==> config.mk <==
export PLATFORM = sky130hd
export DESIGN_NAME = wb_arbiter_flat
export DESIGN_NICKNAME = d
export VERILOG_FILES = /design/src/rtl/wb_arbiter_if.sv /design/src/rtl/wb_arbiter.sv /design/src/flat_wrapper.sv
export SDC_FILE = /design/constraint.sdc
export NUM_CORES = 1
export LEC_CHECK = 0
export BUFFER_PORTS_ARGS = -buffer_cell sky130_fd_sc_hd__buf_4
export CORE_MARGIN = 1.5
export CORE_UTILIZATION = 40
export CTS_BUF_LIST = sky130_fd_sc_hd__clkbuf_8 sky130_fd_sc_hd__clkbuf_16
export CTS_CLUSTER_SIZE = 24
export DETAILED_ROUTE_END_ITERATION = 7
export PLACE_DENSITY = 0.71
export SYNTH_ARGS = -nofsm -noshare
export SYNTH_HDL_FRONTEND = slang
export SYNTH_SLANG_ARGS = --single-unit
==> constraint.sdc <==
create_clock -name clk -period 1.65 [get_ports clk]
set_clock_uncertainty 0.2 [all_clocks]
set_input_delay 0.0825 -clock clk [delete_from_list [all_inputs] [get_ports clk]]
set_output_delay 0.0825 -clock clk [all_outputs]
set_load 0.1 [all_outputs]
==> src/rtl/wb_arbiter_if.sv <==
// Writeback arbiter bundle: two writeback requesters, the issue-side
// scoreboard update, and the register-file write port.
interface wb_arbiter_if #(
  parameter int XLEN    = 32,
  parameter int RADDR_W = 5
);
  logic               req0_valid;
  logic [RADDR_W-1:0] req0_rd;
  logic [XLEN-1:0]    req0_data;
  logic               req0_ready;
  logic               req1_valid;
  logic [RADDR_W-1:0] req1_rd;
  logic [XLEN-1:0]    req1_data;
  logic               req1_ready;
  logic               issue_valid;
  logic [RADDR_W-1:0] issue_rd;
  logic               wCtrl;
  logic [RADDR_W-1:0] wSel;
  logic [XLEN-1:0]    wData;
  logic [31:0]        busy;

  modport master (
    output req0_valid, req0_rd, req0_data,
    input  req0_ready,
    output req1_valid, req1_rd, req1_data,
    input  req1_ready,
    output issue_valid, issue_rd,
    input  wCtrl, wSel, wData, busy
  );

  modport slave (
    input  req0_valid, req0_rd, req0_data,
    output req0_ready,
    input  req1_valid, req1_rd, req1_data,
    output req1_ready,
    input  issue_valid, issue_rd,
    output wCtrl, wSel, wData, busy
  );
endinterface

==> src/rtl/wb_arbiter.sv <==
// Round-robin writeback arbiter onto a single register-file write port,
// with a pending-write scoreboard.
module wb_arbiter #(
  parameter int XLEN    = 32,
  parameter int RADDR_W = 5
) (
  input logic         clk,
  input logic         rst,
  wb_arbiter_if.slave bus
);
  typedef enum logic {
    PRI0 = 1'b0,
    PRI1 = 1'b1
  } state_e;

  state_e             state_q, state_d;
  logic               wctrl_q, wctrl_d;
  logic [RADDR_W-1:0] wsel_q, wsel_d;
  logic [XLEN-1:0]    wdata_q, wdata_d;
  logic [31:0]        busy_q, busy_d;
  logic               gnt0, gnt1;

  // A lone requester wins in either state; contention follows the state.
  assign gnt0 = ~rst & bus.req0_valid
              & (~bus.req1_valid | (state_q == PRI0));
  assign gnt1 = ~rst & bus.req1_valid & ~gnt0;

  assign bus.req0_ready = gnt0;
  assign bus.req1_ready = gnt1;

  assign bus.wCtrl = wctrl_q;
  assign bus.wSel  = wsel_q;
  assign bus.wData = wdata_q;
  assign bus.busy  = busy_q;

  always_comb begin
    state_d = state_q;
    wctrl_d = 1'b0;
    wsel_d  = wsel_q;
    wdata_d = wdata_q;
    unique case (1'b1)
      gnt0: begin
        state_d = PRI1;
        wctrl_d = |bus.req0_rd;
        wsel_d  = bus.req0_rd;
        wdata_d = bus.req0_data;
      end
      gnt1: begin
        state_d = PRI0;
        wctrl_d = |bus.req1_rd;
        wsel_d  = bus.req1_rd;
        wdata_d = bus.req1_data;
      end
      default: ;
    endcase
  end

  // Set is applied after clear so a new in-flight write supersedes.
  always_comb begin
    busy_d = busy_q;
    if (wctrl_q)
      busy_d[wsel_q] = 1'b0;
    if (bus.issue_valid && (|bus.issue_rd))
      busy_d[bus.issue_rd] = 1'b1;
    busy_d[0] = 1'b0;
  end

  always_ff @(posedge clk) begin
    if (rst) begin
      state_q <= PRI0;
      wctrl_q <= 1'b0;
      wsel_q  <= '0;
      wdata_q <= '0;
      busy_q  <= '0;
    end else begin
      state_q <= state_d;
      wctrl_q <= wctrl_d;
      wsel_q  <= wsel_d;
      wdata_q <= wdata_d;
      busy_q  <= busy_d;
    end
  end
endmodule

==> src/flat_wrapper.sv <==
// flat-port wrapper written by rule: the top's interface ports become plain ports
module wb_arbiter_flat 
#(
  parameter int XLEN    = 32,
  parameter int RADDR_W = 5
)
  (clk, rst, bus_req0_valid, bus_req0_rd, bus_req0_data, bus_req0_ready, bus_req1_valid, bus_req1_rd, bus_req1_data, bus_req1_ready, bus_issue_valid, bus_issue_rd, bus_wCtrl, bus_wSel, bus_wData, bus_busy);
  wb_arbiter_if #(.XLEN(XLEN), .RADDR_W(RADDR_W)) bus_i ();
  input logic clk;
  input logic rst;
  input wire logic [$bits(bus_i.req0_valid)-1:0] bus_req0_valid;
  input wire logic [$bits(bus_i.req0_rd)-1:0] bus_req0_rd;
  input wire logic [$bits(bus_i.req0_data)-1:0] bus_req0_data;
  output wire logic [$bits(bus_i.req0_ready)-1:0] bus_req0_ready;
  input wire logic [$bits(bus_i.req1_valid)-1:0] bus_req1_valid;
  input wire logic [$bits(bus_i.req1_rd)-1:0] bus_req1_rd;
  input wire logic [$bits(bus_i.req1_data)-1:0] bus_req1_data;
  output wire logic [$bits(bus_i.req1_ready)-1:0] bus_req1_ready;
  input wire logic [$bits(bus_i.issue_valid)-1:0] bus_issue_valid;
  input wire logic [$bits(bus_i.issue_rd)-1:0] bus_issue_rd;
  output wire logic [$bits(bus_i.wCtrl)-1:0] bus_wCtrl;
  output wire logic [$bits(bus_i.wSel)-1:0] bus_wSel;
  output wire logic [$bits(bus_i.wData)-1:0] bus_wData;
  output wire logic [$bits(bus_i.busy)-1:0] bus_busy;
  assign bus_i.req0_valid = bus_req0_valid;
  assign bus_i.req0_rd = bus_req0_rd;
  assign bus_i.req0_data = bus_req0_data;
  assign bus_req0_ready = bus_i.req0_ready;
  assign bus_i.req1_valid = bus_req1_valid;
  assign bus_i.req1_rd = bus_req1_rd;
  assign bus_i.req1_data = bus_req1_data;
  assign bus_req1_ready = bus_i.req1_ready;
  assign bus_i.issue_valid = bus_issue_valid;
  assign bus_i.issue_rd = bus_issue_rd;
  assign bus_wCtrl = bus_i.wCtrl;
  assign bus_wSel = bus_i.wSel;
  assign bus_wData = bus_i.wData;
  assign bus_busy = bus_i.busy;
  wb_arbiter #(.XLEN(XLEN), .RADDR_W(RADDR_W)) u_core (.clk(clk), .rst(rst), .bus(bus_i));
endmodule
==> flow_summary.ini <==
[floorplan]
initial_utilization_pct = 41.2
dieArea_sq_um = 8460
row_count = 32
die_w_um = 92.0
core_area_sq_um = 7690
ios = 156
die_h_um = 92.0

[global_routing]
grt_start_max_net_pins = 74
grt_usage_pct = 25.3
antenna_found_initial = 0
grt_pass1_wl_um = 17000
overflow = 0
grt_pass1_vias = 3444

[drt]
wl_um = 10700
antenna_left = 0
drtIter0Drc = 130
firstDrtPassIters = 4
vias = 3502
wl_per_cell_um = 16.4
drc = 0
vias_per_cell = 5.40

[timing]
rsz0062_at_grt = yes
fmax_mhz = 609
worst_slack_ps = 7.90
tns_ps = 0
min_period_over_period_pct = 99.5
hold_viol = 0
maxSlewViolCount = 0
tightest_slew_ps = 886
fin_crit_ps = 1640
slew_headroom_pct = 40.8
finalSetupViolations = 0

[clock_network]
cts.sinks = 70
ctsRootBufferMaster = clkbuf_8
cts_tree = done
insertion_delay_ps = 340
path_clk_slew_ps = 70
cts_buffers = 9
htreeDepth = 3
clock_path_buffers = 2

[logic_synthesis]
syn_avg_cell_area_sq_um = 9.16
synth.distinct_cells = 26
synth_nets = 430
ys.flop_type = dfxtp_1
syn_inst = 346
synthArstFlopShare_pct = 0
ys_ff_latch = 70
ys_warn_count = 0
ys_seq_area_share_pct = 44.2
syn_area_sq_um = 3170
synth_edf_count = 0

[pwr]
p_leak_uw = 0.00231
power_density_nw_per_um2 = 909
ir_worst_vdd_mv = 0.627
p_total_uw = 4760

[worst_setup_path]
crit_fanout = 10
end_kind = output port
worstSetupPathType = flip-flop to output port
worstPathCellList = buf_4 > a211oi_4 > buf_12
critPathMaxStageDelay_ps = 330
reg2reg_slack_ps = 30
r2r-end = u_core.bus.wData[6]$_SDFFE_PP0P_
cp.arrival_ps = 1360
worstReg2RegStart = u_core.state_q$_SDFFE_PP0P_
critPathSlowestCell = dfxtp_2
critPathTopFamily = buffers and inverters
cp-start-kind = flip-flop
required_ps = 1370
crit_buf_inv = 2
r2r_cells = 5

[place]
place_ws_ps = -15.9
dp.final_hpwl_um = 6870
port_buffers = 154
routabilityCongestion = 0.795

[finish]
seq_area_sq_um = 1420
n_fill_cell = 612
synthToLayoutAreaGrowth_pct = 65.1
fin_nets = 626
drive_gt1_share_pct = 36.4
multi_input_area_sq_um = 1510
mostFrequentLayoutCells = 160 x buf_4, 63 x dfxtp_1, 61 x o21ai_0
num_antenna_cells = 0
final_common_cell = buf_4

[min_path]
worstHoldEndpoint = u_core.bus.wSel[2]$_SDFFE_PP0P_
min_from = bus_req0_rd[2]
hold_depth = 4
holdCritPathClass = primary input to flip-flop

[status]
outcome = finished, final reports clean

[job]
max_cap_violations = 0
## repair_timing
action,4_1_cts,5_1_grt
setup buffers,2,1
cloned,1,0
hold buffers,46,0
resized for setup,8,1
pin swaps,1,2
endpoints found under the hold margin,70,0
endpoints found under the setup margin,2,20
## per-layer routing
layer,global-route usage [%],vias up,wire [um]
met4,11.0,0,275
met1,31.3,1636,4400
met2,41.9,143,5300
met5,0,-,0
met3,5.72,23,691
li1,-,1700,-
## synth_stat cells, drive strengths merged (5+ instances only)
cell	number	area (sq um)
buf	10	71.3
o21ai	62	310
or3b	6	52.6
nand2b	5	31.3
dfxtp	70	1400
a2111oi	37	324
nand3	5	25.0
inv	38	143
a221o	37	370
nand3b	9	67.6
clkbuf	18	67.6
nor2b	32	200
## worst max path at each step
stage / slack, ps / from / end / cells after the start
finish: 8 / u_core.state_q$_SDFFE_PP0P_ / bus_req0_ready / 3
global route: -40 / u_core.state_q$_SDFFE_PP0P_ / bus_req1_ready / 4
CTS: 3 / u_core.state_q$_SDFFE_PP0P_ / bus_req1_ready / 4
detailed placement: -20 / bus_req1_valid / u_core.bus.wSel[1]$_SDFFE_PP0P_ / 4
global placement: 20 / bus_req1_valid / u_core.bus.wSel[4]$_SDFFE_PP0P_ / 4
floorplan: -210 / u_core.state_q$_SDFFE_PP0P_ / u_core.bus.wCtrl$_SDFF_PP0_ / 3
## power by group
part | internal (uW) | switching (uW)
logic | 459 | 936
clock network | 859 | 649
registers | 1780 | 73.5
total | 3100 | 1660
## kinds of logic after synthesis
family          synth area share [%]
compound gates                  32.4
other cells                    0.118
buf+inv                         8.89
flops                           44.2
simple gates                    14.4
## layout make-up
type | count | share of cell area (%)
multi-input cells | 210 | 28.8
clock inverters | 3 | 0.789
clock buffers | 13 | 3.42
inverters | 38 | 2.73
flip-flops and latches | 70 | 27.1
repair buffers | 213 | 34.7
well taps | 102 | 2.44
## per-stage QoR
step	utilization, %	instances	hold WS, ps	area [sq um]
after detailed placement	57.8	583	110	4450
after floorplan	-	346	21.9	3210
after global routing	68.0	649	23.6	5230
after global placement	57.8	583	107	4450
after CTS	67.9	648	7.43	5220
final	68.0	649	21.4	5230
## tightest hold or removal path, cell delays in order
cell	delay (ps)
buf_4	110
inv_1	40
a2111oi_0	40
a221o_1	240
## state kept, by name (all words and copies together), names as in the netlist
register and count:
u_core.bus.wData 32, u_core.bus.busy 31, u_core.bus.wSel 5, u_core.bus.wCtrl 1, u_core.state_q 1
No activity file was read; power rests on OpenSTA's default activity.
